## src/rtl/mxn_elastic_pipeline.sv

```systemverilog
// M-bit, N-stage elastic pipeline: valid/ready at both ends, bubbles collapse under stall.
// Occupancy counter and sticky stall flag are provided for debug.

module mxn_elastic_pipeline_stage #(
  parameter int M = 3
) (
  input  logic         clk,
  input  logic         rst,
  input  logic         acc,
  input  logic         src_vld,
  input  logic [M-1:0] src_dat,
  output logic         vld,
  output logic [M-1:0] dat
);
  // Data only loads on a real word, so an emptied stage keeps its last value.
  always_ff @(posedge clk or posedge rst) begin
    if (rst) begin
      vld <= 1'b0;
      dat <= '0;
    end else if (acc) begin
      vld <= src_vld;
      if (src_vld) dat <= src_dat;
    end
  end
endmodule

module mxn_elastic_pipeline #(
  parameter int M  = 3,
  parameter int N  = 4,
  parameter int CW = 3
) (
  input  logic          clk,
  input  logic          rst,
  input  logic [M-1:0]  in_data,
  input  logic          in_valid,
  output logic          in_ready,
  output logic [M-1:0]  out_data,
  output logic          out_valid,
  input  logic          out_ready,
  output logic [CW-1:0] occupancy,
  output logic          stalled
);
  // Index 0 is the upstream writer; 1..N are the stage registers.
  logic [N:0]          vld_pipe;
  logic [N:0][M-1:0]   dat_pipe;
  logic [N+1:1]        acc;
  logic                in_xfer, out_xfer;

  assign vld_pipe[0] = in_valid;
  assign dat_pipe[0] = in_data;

  // A stage accepts when it is empty or its word moves on; ~v | (v & a) == ~v | a.
  always_comb begin
    acc      = '0;
    acc[N+1] = out_ready;
    for (int k = N; k >= 1; k--)
      acc[k] = ~vld_pipe[k] | acc[k+1];
  end

  for (genvar k = 1; k <= N; k++) begin : g_stg
    mxn_elastic_pipeline_stage #(.M(M)) u_stg (
      .clk     (clk),
      .rst     (rst),
      .acc     (acc[k]),
      .src_vld (vld_pipe[k-1]),
      .src_dat (dat_pipe[k-1]),
      .vld     (vld_pipe[k]),
      .dat     (dat_pipe[k])
    );
  end

  assign in_ready  = acc[1];
  assign out_valid = vld_pipe[N];
  assign out_data  = dat_pipe[N];
  assign in_xfer   = in_valid & in_ready;
  assign out_xfer  = out_valid & out_ready;

  always_ff @(posedge clk or posedge rst) begin
    if (rst) begin
      occupancy <= '0;
      stalled   <= 1'b0;
    end else begin
      occupancy <= occupancy + CW'(in_xfer) - CW'(out_xfer);
      if (out_valid & ~out_ready) stalled <= 1'b1;
    end
  end
endmodule

```

## config.mk

```make
export PLATFORM = sky130hd
export DESIGN_NAME = mxn_elastic_pipeline
export DESIGN_NICKNAME = d
export VERILOG_FILES = /design/src/rtl/mxn_elastic_pipeline.sv
export SDC_FILE = /design/constraint.sdc
export NUM_CORES = 1
export LEC_CHECK = 0
export ABC_CLOCK_PERIOD_IN_PS = 1700
export CORE_MARGIN = 10
export CORE_UTILIZATION = 44
export DETAILED_ROUTE_END_ITERATION = 10
export HOLD_SLACK_MARGIN = 0.06
export PLACE_DENSITY_LB_ADDON = 0.25
export SYNTH_ARGS = -nofsm -noshare
export SYNTH_HDL_FRONTEND = slang
export SYNTH_SLANG_ARGS = --single-unit
```

## constraint.sdc

```tcl
create_clock -name clk -period 1.7 [get_ports clk]
set_input_delay 0.255 -clock clk [delete_from_list [all_inputs] [get_ports clk]]
set_output_delay 0.255 -clock clk [all_outputs]
set_load 0.03 [all_outputs]
```

* After elaboration in Yosys (flattened, before gate mapping) *
Index checks and enable logic that the tools add are counted.

storage, ports and cells
  bits in registers = 20
  input port bits = 7
  word-level logic and storage cells = 28

cells by class
  add/subtract/negate cells = 2
  bitwise operators = 12
  reductions and logical operators = 4

operators by type and width
  cell                       number
  AND reduction 2 bit        4
  NOT 1 bit                  5
  OR 1 bit                   4
  adder 3 x 1 -> 3 bit       1
  AND 1 bit                  3
  subtractor 3 x 1 -> 3 bit  1

* Logic depth before layout (Yosys ltp) *
  depth in word-level cells = 8
  mapped depth = 8

* Cells and area by module *
From an unflattened synthesis, not the netlist that was laid out.

second synthesis, totals
  cell total of the unflattened synthesis = 65
  area total of the unflattened synthesis = 889.6 um^2

by module, submodules not included
  module                      times used  cells an instance  area an instance (um^2)
  mxn_elastic_pipeline_stage  4           11                 163.9
  mxn_elastic_pipeline        1           21                 234.0

* Least setup slack after synthesis *
OpenSTA, ideal clock, no wires.

  path kind = register to register
  start point = register g_stg[4].u_stg.vld
  end point = register occupancy[2]
  arrival time = 1874 ps
  data required time = 1577 ps
  slack = -297 ps
  cell stages (with the launch flop) = 9
  cells stage by stage = dfrtp_1 -> nand4b_4 -> o21ai_4 -> ha_1 -> inv_1 -> ha_1 -> inv_1 -> fa_1 -> xnor2_1

between the ends
  word-level cells in the longest chain between the ends = 8

RTL lines
  what                           line  source
  start, declared                12    output logic vld,
  start signal, assigned         21    vld <= src_vld;
  NOT 1 bit                      57    acc[k] = ~vld_pipe[k] | acc[k+1];
  OR 1 bit (4 in a row)          57
  AND 1 bit                      75    assign in_xfer = in_valid & in_ready;
  adder 3 x 1 -> 3 bit           83    occupancy <= occupancy + CW'(in_xfer) - CW'(out_xfer);
  subtractor 3 x 1 -> 3 bit (*)  83
  end signal, assigned           83
  end, declared                  40    output logic [CW-1:0] occupancy,

Mark *: on every way between the ends. The rest lies on a longest branch, timed or not.
A chain may end at the register's enable or synchronous reset.

* Final worst setup path *
  start point = register g_stg[4].u_stg.vld
  end point = register occupancy[1]

Same word-level chain as after synthesis.

==> metrics list <==
- Setup violations remaining at the end of the flow were counted as 2.
- Net count, final: a little over 90
- Entering global routing, the biggest net connects 21 pins.
* Worst-case clock buffer depth: 2
* Max-capacitance violation count: 0
* Routed length on met2: a little under 600 um
* Int Power: about 1.1 mW
* Area delta synth->final: 32.4%
- The layout has 153 filler cells.
- DP Area: 1050 um^2
- Total routed wirelength: between 1000 and 1500 um
* Critical path cell sequence: nand4b_4, o21ai_4, ha_4, inv_2, ha_4, inv_2, fa_2, inv_1
* Total CTS buffers: 3
* Worst Slack Setup Final: -0.0927 ns
- Number of hold violations in the final report: 0
- Overflow left after global routing: 0
- The compound-gate portion of the synthesized area was 0.0192.
- The number of antenna violations at the first check in global routing was 0.
- For this block, the initial DRC count from the detailed router was 4.
* Violations in the final reports: negative setup slack
* Highest achievable clock rate: between 500 and 600 MHz
* Antenna Nets Post-Route: 0
* Design area: 1120 um^2
- Of the synthesized area, sequential elements account for 0.592.
* Most common cell after layout, fill and taps aside: sky130_fd_sc_hd__dfrtp_1
- Type of the worst setup path: reg2reg
- Post-synthesis area per instance: 14.3 um^2
- Status: complete, but fails checks
* Met3 wire len: 100 um
- For this run, design rule violations remaining after detail routing come to 0.
- Setup repair after global routing could not meet its margin everywhere.
- Sequential group share of total power: 0.441
* Pwr per Cell Area: 1450 nW/um^2
* Hold WS: 0.268 ns
- Worst EP required: ~1.9 ns
- Via count of the first global-routing pass: 539
- Slew Limit Fails: 0
- Post-synthesis instance total: 59
- Post-layout min period: 1.79 ns
- Fraction of layout cells with a size suffix above 1: 0.366
- Dividing the detail-routed wire length by the instance count gives 12.6 um.
- In this run the number of H-tree levels came out at 1.
- Of the total synthesized cell area, the portion taken by AND, OR, NAND and NOR gates is 0.107.
* Count of buffers from port buffering: 15
* Root buf cell: sky130_fd_sc_hd__clkbuf_4
* Clock tree from TritonCTS: done
- Synthesized net count: 69
- Number of library cell types mapped by synthesis: 15
* Die W: between 60 and 70 um
* Transition time of the tightest slew-check pin: roughly 0.32 ns
- Diode count: 0
* DR vias: roughly 470
* Net switching share of the total power: 0.335
- Relative slew margins: 0.784
- The synthesized netlist occupies a cell area of 846 um^2.
- In this run the power spent charging and discharging nets is 542 uW.
- For this run, the detailed router's first-pass iteration total came to 3.
- Yosys printed 0 warnings.
- The core region is 1780 um^2.
- Area enclosed by the die boundary: 4080 um^2
- Fraction of synthesized area in multiplexers: 0.160
* Startpoint types: register
* Portion of total power attributed to combinational logic: 0.390
- Initial Utilization: 0.474
- For this run, the total global-route usage over all layers was measured as 0.0736.
- Counting flops and latches in the post-synthesis netlist gives 20.
- Placement Setup Slack: -0.467 ns
- For this design, the slowest cell found on the critical path is sky130_fd_sc_hd__fa_2.
- CTS Sinks: 20
* Vert. Die Dim: 63.8 um
- For the worst-skew pair, the clock arrives at the later sink with an insertion delay of 0.30 ns.
- Of the total synthesized cell area, the portion taken by full adders, half adders and majority gates is 0.0533.
- Dominant combinational cell family by area after synthesis: multiplexers
- Worst-case vdd ir drop: 0.642 mV
* Worst min-delay path class: in2async
- CP Capture Type: register
- The HPWL after detailed placement is 1030 um.
* CTS Hold Bufs: 0
- Power share of the clock group: 0.168
- STA puts the critical path data arrival time at approximately 2 ns.
* Largest stage delay on the critical path: 0.50 ns
* Number of standard-cell rows in the floorplan: 15
- Along the worst path, the maximum fanout reaches 5.
- Tcrit/Tclk final: 1.05
* Commonest cells after routing, fill and taps aside: sky130_fd_sc_hd__dfrtp_1 (19), sky130_fd_sc_hd__clkdlybuf4s50_1 (10), sky130_fd_sc_hd__mux2_2 (9), sky130_fd_sc_hd__buf_4 (7), sky130_fd_sc_hd__nand2b_1 (5)
- Maximum clock skew at final layout: slightly below 0.001 ns
- Static Leak: ~0.50 nW
- Global-route wire length before repair: roughly 2500 um
* Clock Pin Slew Worst Setup and Hold Paths: 0.11 ns
- Boundary Pins: 16
- Dividing the detail-routed via count by the number of cells gives 4.43.
* Placer Congestion: 0.661
- Uppermost layer routed: met4
* Share of the synthesized netlist area taken by xor and xnor gates: 0.0207
- For this block, wires on met1 add up to 622 um.
power groups by stage:
stage,clock network (mW),logic (mW),registers [mW]
after CTS,0.280,0.646,0.720
after global placement,0,0.613,0.717
final,0.272,0.632,0.714
after detailed placement,0,0.629,0.724
after floorplan,0,0.372,0.785
after global routing,0.308,0.691,0.742
flip-flops by register name, indices dropped and copies added, names as in the netlist:
| name | cells |
|---|---|
| occupancy | 3 |
| g_stg.u_stg.dat | 12 |
| g_stg.u_stg.vld | 4 |
| stalled | 1 |
logic make-up after synthesis:
| logic type | count (synthesis) |
|---|---|
| AOI/OAI and AO/OA | 1 |
| xor gates and xnor gates | 2 |
| adders and majority gates | 3 |
| buffers and inverters | 8 |
| DFF | 20 |
| muxes | 12 |
| and+or+nand+nor | 13 |
critical path: cells and delay by family, from the launching register on:
kind	cells	cell delay (ns)
compound gates	1	0.17
fa+ha+maj	3	0.84
buf+inv	3	0.12
flops	1	0.43
simple gates	1	0.13
Yosys cell counts:
| cell | instances | share of area |
|---|---|---|
| sky130_fd_sc_hd__nand2_1 | 4 | 0.018 |
| sky130_fd_sc_hd__mux2_1 | 3 | 0.040 |
| sky130_fd_sc_hd__dfrtp_1 | 20 | 0.59 |
| sky130_fd_sc_hd__inv_1 | 5 | 0.022 |
| sky130_fd_sc_hd__nand3b_1 | 1 | 0.0089 |
| sky130_fd_sc_hd__ha_1 | 2 | 0.030 |
| sky130_fd_sc_hd__mux2_2 | 9 | 0.12 |
| sky130_fd_sc_hd__nand2b_1 | 5 | 0.037 |
| sky130_fd_sc_hd__or2_2 | 1 | 0.0074 |
| sky130_fd_sc_hd__o21ai_4 | 1 | 0.019 |
| sky130_fd_sc_hd__xnor2_1 | 2 | 0.021 |
| sky130_fd_sc_hd__and2_1 | 1 | 0.0074 |
| sky130_fd_sc_hd__buf_4 | 3 | 0.027 |
| sky130_fd_sc_hd__fa_1 | 1 | 0.024 |
| sky130_fd_sc_hd__nand4b_4 | 1 | 0.028 |
per-layer routing:
metal	vias to the layer above	GRT usage
li1	238	-
met1	220	0.0902
met2	12	0.104
met3	4	0.0331
met4	0	0.0410
met5	-	0
per-stage QoR:
stage,instances,TNS (ns),power (mW),util
after floorplan,59,-0.346,1.16,-
after global placement,102,-1.22,1.33,0.589
after detailed placement,102,-1.30,1.35,0.589
after CTS,107,-0.205,1.65,0.629
after global routing,107,-0.290,1.74,0.628
final,107,-0.126,1.62,0.628
layout make-up:
class	count	area [um^2]	area share
Multi-Input combinational cell	31	332	0.296
Tap cell	25	31.3	0.0279
Sequential cell	20	502	0.448
Clock buffer	4	36.3	0.0324
Timing Repair Buffer	22	200	0.179
Inverter	5	18.8	0.0168
final timing paths:
kind / slack (ns) / to / depth (start not counted) / from
max reg2reg: -0.09 / occupancy[1] / 8 / g_stg[4].u_stg.vld
min reg2reg: 0.47 / stalled / 1 / stalled
max in group asynchronous: 1.21 / g_stg[4].u_stg.vld / 3 / rst
min in group clk: 0.47 / stalled / 1 / stalled
min: 0.27 / occupancy[0] / 3 / rst
max: -0.09 / occupancy[1] / 8 / g_stg[4].u_stg.vld
what timing repair did:
| action | 4_1_cts | 5_1_grt |
|---|---|---|
| setup endpoints to repair | 3 | 5 |
| setup buffers | 1 | 0 |
| pin swaps | 3 | 1 |
| gates resized for setup | 11 | 4 |
(Power assumes the default switching activity.)
